<file path="config.mk">
export PLATFORM = sky130hd
export DESIGN_NAME = rx_payload_assembler
export DESIGN_NICKNAME = d
export VERILOG_FILES = /design/src/rtl/rx_payload_assembler.sv
export SDC_FILE = /design/constraint.sdc
export NUM_CORES = 1
export LEC_CHECK = 0
export CORE_ASPECT_RATIO = 1.4
export CORE_UTILIZATION = 40
export DETAILED_ROUTE_END_ITERATION = 12
export GPL_ROUTABILITY_DRIVEN = 0
export PLACE_DENSITY = 0.65
export SLEW_MARGIN = 40
export SYNTH_ARGS = -nofsm -noshare
export SYNTH_HDL_FRONTEND = slang
export SYNTH_SLANG_ARGS = --single-unit
</file>
<file path="constraint.sdc">
create_clock -name clk -period 3 [get_ports clk]
set_clock_uncertainty 0.2 [all_clocks]
set_input_delay 0.6 -clock clk [delete_from_list [all_inputs] [get_ports clk]]
set_output_delay 0.6 -clock clk [all_outputs]
set_load 0.03 [all_outputs]
</file>
<file path="src/rtl/rx_payload_assembler.sv">
// Pulls a little-endian 16-bit word count and then the payload bytes from the RX FIFO,
// and packs them into WORD_BYTES-wide words. Optional idle timeout: RX_PAYLOAD_TIMEOUT_EN.
module rx_payload_assembler #(
    parameter int WORD_BYTES     = 4,
    parameter int TIMEOUT_CYCLES = 2700000
) (
    input  logic                    clk,
    input  logic                    rst,
    input  logic                    start,
    input  logic                    fifo_empty,
    output logic                    fifo_re,
    input  logic                    fifo_out_valid,
    input  logic [7:0]              fifo_out_data,
    output logic                    word_valid,
    input  logic                    word_ready,
    output logic [8*WORD_BYTES-1:0] word_data,
    output logic [15:0]             words_left,
    output logic                    busy,
    output logic                    done,
    output logic                    error
);

    localparam int IDX_W = (WORD_BYTES > 1) ? $clog2(WORD_BYTES) : 1;
    localparam logic [IDX_W-1:0] LAST_IDX = IDX_W'(WORD_BYTES - 1);

    typedef enum logic [2:0] {
        S_IDLE,
        S_LEN_LO,
        S_LEN_HI,
        S_DATA,
        S_OUT,
        S_DONE
    } state_t;

    state_t                  state_q, state_d;
    logic                    outstanding_q, outstanding_d;
    logic [IDX_W-1:0]        byte_idx_q, byte_idx_d;
    logic [7:0]              count_lo_q, count_lo_d;
    logic                    word_valid_q, word_valid_d;
    logic [8*WORD_BYTES-1:0] word_data_q, word_data_d;
    logic [15:0]             words_left_q, words_left_d;

    logic fetching;
    logic retire;
    logic timeout_hit;

    assign fetching = (state_q == S_LEN_LO) || (state_q == S_LEN_HI) || (state_q == S_DATA);
    assign retire   = outstanding_q & fifo_out_valid;
    // A new read is only launched once the previous one has retired.
    assign fifo_re  = fetching & ~fifo_empty & ~outstanding_q;

`ifdef RX_PAYLOAD_TIMEOUT_EN
    localparam int TO_W = $clog2(TIMEOUT_CYCLES + 1);

    logic [TO_W-1:0] wait_cnt_q, wait_cnt_d;
    logic            stalled;

    assign stalled     = fetching & fifo_empty & ~outstanding_q;
    assign timeout_hit = stalled && (wait_cnt_q == TO_W'(TIMEOUT_CYCLES - 1));

    always_comb begin
        wait_cnt_d = wait_cnt_q;
        if (!fetching || retire || timeout_hit) begin
            wait_cnt_d = '0;
        end else if (stalled) begin
            wait_cnt_d = wait_cnt_q + 1'b1;
        end
    end

    always_ff @(posedge clk or negedge rst) begin
        if (!rst) begin
            wait_cnt_q <= '0;
        end else begin
            wait_cnt_q <= wait_cnt_d;
        end
    end
`else
    assign timeout_hit = 1'b0;
`endif

    always_comb begin
        state_d       = state_q;
        outstanding_d = fifo_re | (outstanding_q & ~fifo_out_valid);
        byte_idx_d    = byte_idx_q;
        count_lo_d    = count_lo_q;
        word_valid_d  = word_valid_q;
        word_data_d   = word_data_q;
        words_left_d  = words_left_q;

        case (state_q)
            S_IDLE: begin
                if (start) begin
                    state_d = S_LEN_LO;
                end
            end
            S_LEN_LO: begin
                if (retire) begin
                    count_lo_d = fifo_out_data;
                    state_d    = S_LEN_HI;
                end
            end
            S_LEN_HI: begin
                if (retire) begin
                    words_left_d = {fifo_out_data, count_lo_q};
                    byte_idx_d   = '0;
                    state_d      = ({fifo_out_data, count_lo_q} == 16'd0) ? S_DONE : S_DATA;
                end
            end
            S_DATA: begin
                if (retire) begin
                    for (int k = 0; k < WORD_BYTES; k++) begin
                        if (byte_idx_q == IDX_W'(k)) begin
                            word_data_d[8*k +: 8] = fifo_out_data;
                        end
                    end
                    if (byte_idx_q == LAST_IDX) begin
                        byte_idx_d   = '0;
                        word_valid_d = 1'b1;
                        state_d      = S_OUT;
                    end else begin
                        byte_idx_d = byte_idx_q + 1'b1;
                    end
                end
            end
            S_OUT: begin
                if (word_ready) begin
                    word_valid_d = 1'b0;
                    if (words_left_q != 16'd0) begin
                        words_left_d = words_left_q - 16'd1;
                    end
                    state_d = (words_left_q <= 16'd1) ? S_DONE : S_DATA;
                end
            end
            S_DONE: begin
                state_d = S_IDLE;
            end
            default: begin
                state_d = S_IDLE;
            end
        endcase

        // Abandon the transfer; whatever is left stays in the FIFO.
        if (timeout_hit) begin
            state_d    = S_IDLE;
            byte_idx_d = '0;
        end
    end

    always_ff @(posedge clk or negedge rst) begin
        if (!rst) begin
            state_q       <= S_IDLE;
            outstanding_q <= 1'b0;
            byte_idx_q    <= '0;
            count_lo_q    <= '0;
            word_valid_q  <= 1'b0;
            word_data_q   <= '0;
            words_left_q  <= '0;
        end else begin
            state_q       <= state_d;
            outstanding_q <= outstanding_d;
            byte_idx_q    <= byte_idx_d;
            count_lo_q    <= count_lo_d;
            word_valid_q  <= word_valid_d;
            word_data_q   <= word_data_d;
            words_left_q  <= words_left_d;
        end
    end

    assign word_valid = word_valid_q;
    assign word_data  = word_data_q;
    assign words_left = words_left_q;
    assign busy       = (state_q != S_IDLE);
    assign done       = (state_q == S_DONE);
    assign error      = timeout_hit;

endmodule

</file>
After elaboration in Yosys (flattened, before gate mapping)
Index checks and enable logic that the tools add are counted.
Widths: inputs -> output; s select.
{"block": "totals", "register_bits": 63, "latch_bits": 0, "ram_bits": 0, "romBits": 0, "input_bits": 14, "output_inout_bits": 53, "word_cells": 76, "memories": 0}
{"block": "op_classes", "n_addsub": 2, "multipliers": 0, "div_mod_pow": 0, "order_cmp": 1, "n_eq_ne": 15, "shift": 0, "n_mux": 21, "bitwise": 8, "reduce_logical": 19}
{"operator": "$mux 16", "n": 3}
{"operator": "$pmux 16 s2", "n": 1}
{"operator": "$mux 3", "n": 8}
{"operator": "$le 16x1->1 const B", "n": 1}
{"operator": "$logic_not 16->1", "n": 1}
{"operator": "$reduce_bool 16->1", "n": 1}
{"operator": "$sub 16x1->16 const B", "n": 1}
{"operator": "$pmux 3 s5", "n": 1}
{"operator": "$reduce_and 3->1", "n": 5}
{"operator": "$ne 2x2->1 const B", "n": 6}
{"operator": "$reduce_and 4->1", "n": 2}
{"operator": "$eq 3x2->1 const B", "n": 2}
{"operator": "$eq 3x3->1 const B", "n": 2}
{"operator": "$mux 2", "n": 3}
{"operator": "$reduce_and 6->1", "n": 1}
{"operator": "$reduce_bool 2->1", "n": 3}
{"operator": "$and 1x1->1", "n": 4}
{"operator": "$eq 2x2->1 const B", "n": 2}
{"operator": "$pmux 2 s2", "n": 1}
{"operator": "$eq 3x1->1 const B", "n": 1}
{"operator": "$logic_not 3->1", "n": 1}
{"operator": "$mux 1", "n": 3}
{"operator": "$not 1->1", "n": 3}
{"operator": "$reduce_bool 3->1", "n": 1}
{"operator": "other kinds (8)", "n": 9}

Depth between registers and ports, before layout
Gate-level depths: netlist of the first run.
{"block": "depth", "word_depth": 6, "depth_mapped": 7, "mapped_depth_nobuf": 6}

Worst setup path before layout of the first run
OpenSTA, ideal clock, no wires.
{"block": "synth_path", "kind": "reg-to-output", "from": "register state_q[2]", "to": "output fifo_re", "arrival_time_ps": 2260, "required_ps": 2200, "path_slack_ps": -60, "stages_incl_launch_ff": 3, "n_path_buf": 1, "path_cell_list": "dfrtp_1 clkbuf_1 a2111oi_0"}
{"block": "synth_between", "elab_chain_len": 5, "word_cells_on_any_way": 7, "classes_between": "eq/ne (3); bitwise (2); reduce/logical (2)"}
{"item": "start, declared", "line_no": "35", "source": "state_t state_q, state_d;"}
{"item": "start signal, assigned", "line_no": "159", "source": "state_q <= state_d;"}
{"item": "$eq 3x1->1 or $eq 3x2->1 (tied branches)", "line_no": "47", "source": "assign fetching = (state_q == S_LEN_LO) || (state_q == S_LEN_HI) || (state_q == S_DATA);"}
{"item": "$logic_or 1x1->1", "line_no": "47"}
{"item": "$logic_or 1x1->1 (*)", "line_no": "47"}
{"item": "$and 1x1->1 (*) (2 in series)", "line_no": "50", "source": "assign fifo_re = fetching & ~fifo_empty & ~outstanding_q;"}
{"item": "end, declared", "line_no": "11", "source": "output logic fifo_re,"}
Every way passes the cells marked *; elsewhere a longest branch is shown, timed or not.

Worst setup path in the final report of the first run
{"block": "layout_path", "from": "register state_q[1]", "to": "output busy"}
{"block": "layout_between", "elab_chain_len": 1}
{"item": "$reduce_bool 3->1", "line_no": "172", "source": "assign busy = (state_q != S_IDLE);"}
{"item": "end, declared", "line_no": "18", "source": "output logic busy,"}
No other way between the ends.

==> flow_summary.toml, run 1 <==
[run_status]
status = "finished, final reports clean"

[timing]
hold_violations = 0
min_period_ns = 2.68
setup_viol = 0
report.final.slew_viol_count = 0
fin_ws_ns = 0.324
rsz0062_at_grt = "no"
tightest_slew_ns = 0.586
max_freq_mhz = 374
slew_headroom = 0.607
holdWs_ns = 0.0474
post-route-period-util = 0.892
final.setup.tns_ns = 0

[synth]
ys_seq_elements = 63
syn-cell-area_um2 = 3190
ys_top_cells_by_area = "dfrtp_1, mux2_2, o2bb2ai_1"
ys_warn_count = 0
synth.yosys.seq_area_share = 0.494
synthFlopType = "dfrtp_1"
syn_inst = 278
synth_edf_count = 0
synth_top_cell_area_share = 0.494
yosys.area.top_type = "dfrtp_1"
syn_nets = 299
synth_cell_type_count = 56
avgSynthCellArea_um2 = 11.5
synth-async-reset-ratio = 1.00

[worst_setup_path]
crit_slowest_cell = "clkdlybuf4s50_1"
crit_path_start_kind = "flop"
worst_path_dominant_cell_family = "buffers and inverters"
cp_slowest_stage_delay_ns = 0.59
required_ns = 2.20
worstPathMaxFanout = 10
crit_arrival_ns = 1.88
cp_cell_sequence = "or3_1, clkdlybuf4s50_1"
crit_type = "reg -> out"
crit_buf_inv = 1
cp-end-kind = "primary output"

[pwr]
leakage_nw = 1.78
p_per_area_nw_per_um2 = 1120
ir_drop_mv = 0.671

[die]
core_area_um2 = 7750
die_h_um = 108
initial_core_util = 0.412
die_w_um = 77.5
die-area_um2 = 8350
rows = 38
io_pins = 67

[cts]
clk_latency_ns = 0.35
clkSinkCount = 63
hold_buffers = 0
tritoncts = "done"
clk_pin_slew_worst_paths_ns = 0.08
cts_max_level = 3
numCtsBuffers = 9
cts_root_buf = "clkbuf_8"
cts.path.max_buffers = 2
post-cts-setup-buffers = 0
cts-resized-gates = 0

[final_layout]
final.fill_count = 681
synthToLayoutAreaGrowth_pct = 31.9
drive_above_1_share = 0.226
nets = 375
final_cells = 459
antenna_cells = 0

[placed_design]
dpl_worst_slack_ns = 0.312
hpwl_mm = 5.77
io_buffers = 65
place_inst = 443

[global_route]
antenna_found_initial = 0
grt_util_all_layers = 0.209
grt_max_degree = 42
overflow = 0
grt_pass1_vias = 2657
grt_pass1_wl_mm = 13.4

[routing]
route.detailed.wl_per_inst_um = 17.5
drc = 0
drtPass1Iterations = 4
via_count = 2620
ant_nets = 0
routed_wl_mm = 8.05
viasPerCell = 5.71
drt_iter0_markers = 189

[run]
max_cap_violations = 0

[min_path]
hold_path.class = "in -> async"
## cell usage after synthesis, types with 2 or more instances
| cell | count |
|---|---|
| a21o_1 | 3 |
| a21oi_1 | 9 |
| a2bb2oi_1 | 3 |
| a41oi_1 | 2 |
| buf_2 | 5 |
| buf_4 | 2 |
| buf_6 | 3 |
| clkbuf_1 | 3 |
| dfrtp_1 | 63 |
| ha_1 | 7 |
| inv_1 | 9 |
| mux2_2 | 40 |
| nand2_1 | 22 |
| nand3_1 | 2 |
| nor2_1 | 8 |
| nor3_1 | 5 |
| nor4_1 | 13 |
| o211ai_1 | 8 |
| o21ai_0 | 11 |
| o21ai_1 | 2 |
| o221ai_1 | 4 |
| o2bb2ai_1 | 11 |
| o31ai_1 | 2 |
| or3_1 | 7 |
| or4_1 | 3 |
## final timing paths
| path | slack, ns | end | from | cells after the start |
|---|---|---|---|---|
| setup / recovery | 0.32 | busy | state_q[1] | 2 |
| max in group asynchronous | 1.93 | word_data[31] | rst | 2 |
| min in group clk | 0.31 | word_data[17] | word_data[17] | 1 |
| hold / removal | 0.05 | words_left[6] | rst | 1 |
| hold reg to reg | 0.31 | word_data[17] | word_data[17] | 1 |
| setup reg to reg | 0.67 | words_left[8] | words_left[0] | 6 |
## placed cells by master (no fill, tap or decap), types with 2 or more instances in the layout
cell             synthesis  layout
clkbuf_8                 1       9
o31ai_1                  2       2
o21ai_0                 11      11
or4_1                    3       3
dfrtp_1                 63      63
nor2_1                   8       8
nor3_1                   5       5
nand3_1                  2       2
inv_1                    9       9
a21o_1                   3       3
o21ai_1                  2       2
o2bb2ai_1               11      11
o221ai_1                 4       4
clkdlybuf4s50_1          0      63
a41oi_1                  2       2
buf_4                    2      15
mux2_2                  40      40
inv_6                    0       3
bufinv_16                0       2
a21oi_1                  9       9
ha_1                     7       7
o211ai_1                 8       8
a2bb2oi_1                3       3
nand2_1                 22      22
nor4_1                  13      13
or3_1                    7       7
## cell type report
cell class | count | area (um^2) | area share
multi-input cells | 191 | 1480 | 0.352
repair buffers | 80 | 768 | 0.182
clock inverters | 7 | 103 | 0.0244
clock buffers | 9 | 124 | 0.0294
inverters | 9 | 33.8 | 0.00802
flip-flops and latches | 63 | 1580 | 0.374
well taps | 100 | 125 | 0.0297
## sequential cells by signal, summed over array words and instances (netlist names)
signal         cells
outstanding_q      1
word_data         32
state_q            3
count_lo_q         8
words_left        16
word_valid         1
byte_idx_q         2
## through the flow
| stage | util | power (W) | cell area, um^2 |
|---|---|---|---|
| floorplan | - | 0.00297 | 3200 |
| global placement | 0.514 | 0.00385 | 3990 |
| detailed placement | 0.514 | 0.00388 | 3990 |
| CTS | 0.544 | 0.00475 | 4210 |
| global route | 0.544 | 0.00499 | 4210 |
| finish | 0.544 | 0.00472 | 4210 |
## cells by family after synthesis
| family | after synthesis | share of synthesized area |
|---|---|---|
| multiplexers | 41 | 0.144 |
| AO/OA/AOI/OAI | 70 | 0.163 |
| other | 1 | 0.00117 |
| buffers and inverters | 24 | 0.0427 |
| AND/OR/NAND/NOR | 72 | 0.128 |
| adder cells (fa/ha/maj) | 7 | 0.0274 |
| flip-flops | 63 | 0.494 |
## per-layer routing
layer / share of wire / GRT usage
met1: 0.43 / 0.265
met2: 0.48 / 0.326
met3: 0.062 / 0.0466
met4: 0.033 / 0.124
met5: 0 / 0
## report_power, final
| group | switching (W) | internal [W] |
|---|---|---|
| clock network | 0.000372 | 0.000478 |
| registers | 0.000367 | 0.00122 |
| logic | 0.00128 | 0.00101 |
## worst reg2reg max path: stages (launching register included)
cell	delay, ns
dfrtp_1	0.47
inv_1	0.12
ha_1	0.22
or3b_2	0.58
or3_1	0.37
a2bb2oi_1	0.14
o2bb2ai_1	0.15
Note: power is estimated with default switching activity, not from simulation.
==> run 2, diff against run 1 <==
--- a/config.mk
+++ b/config.mk
@@ -5,6 +5,7 @@
 export SDC_FILE = /design/constraint.sdc
 export NUM_CORES = 1
 export LEC_CHECK = 0
+export CAP_MARGIN = 5
 export CORE_ASPECT_RATIO = 1.4
 export CORE_UTILIZATION = 40
 export DETAILED_ROUTE_END_ITERATION = 12
@@ -14,3 +15,4 @@
 export SYNTH_ARGS = -nofsm -noshare
 export SYNTH_HDL_FRONTEND = slang
 export SYNTH_SLANG_ARGS = --single-unit
+export TNS_END_PERCENT = 50
==> results of run 2 <==
No change in the layout: final DEF, timing and power equal those of run 1.
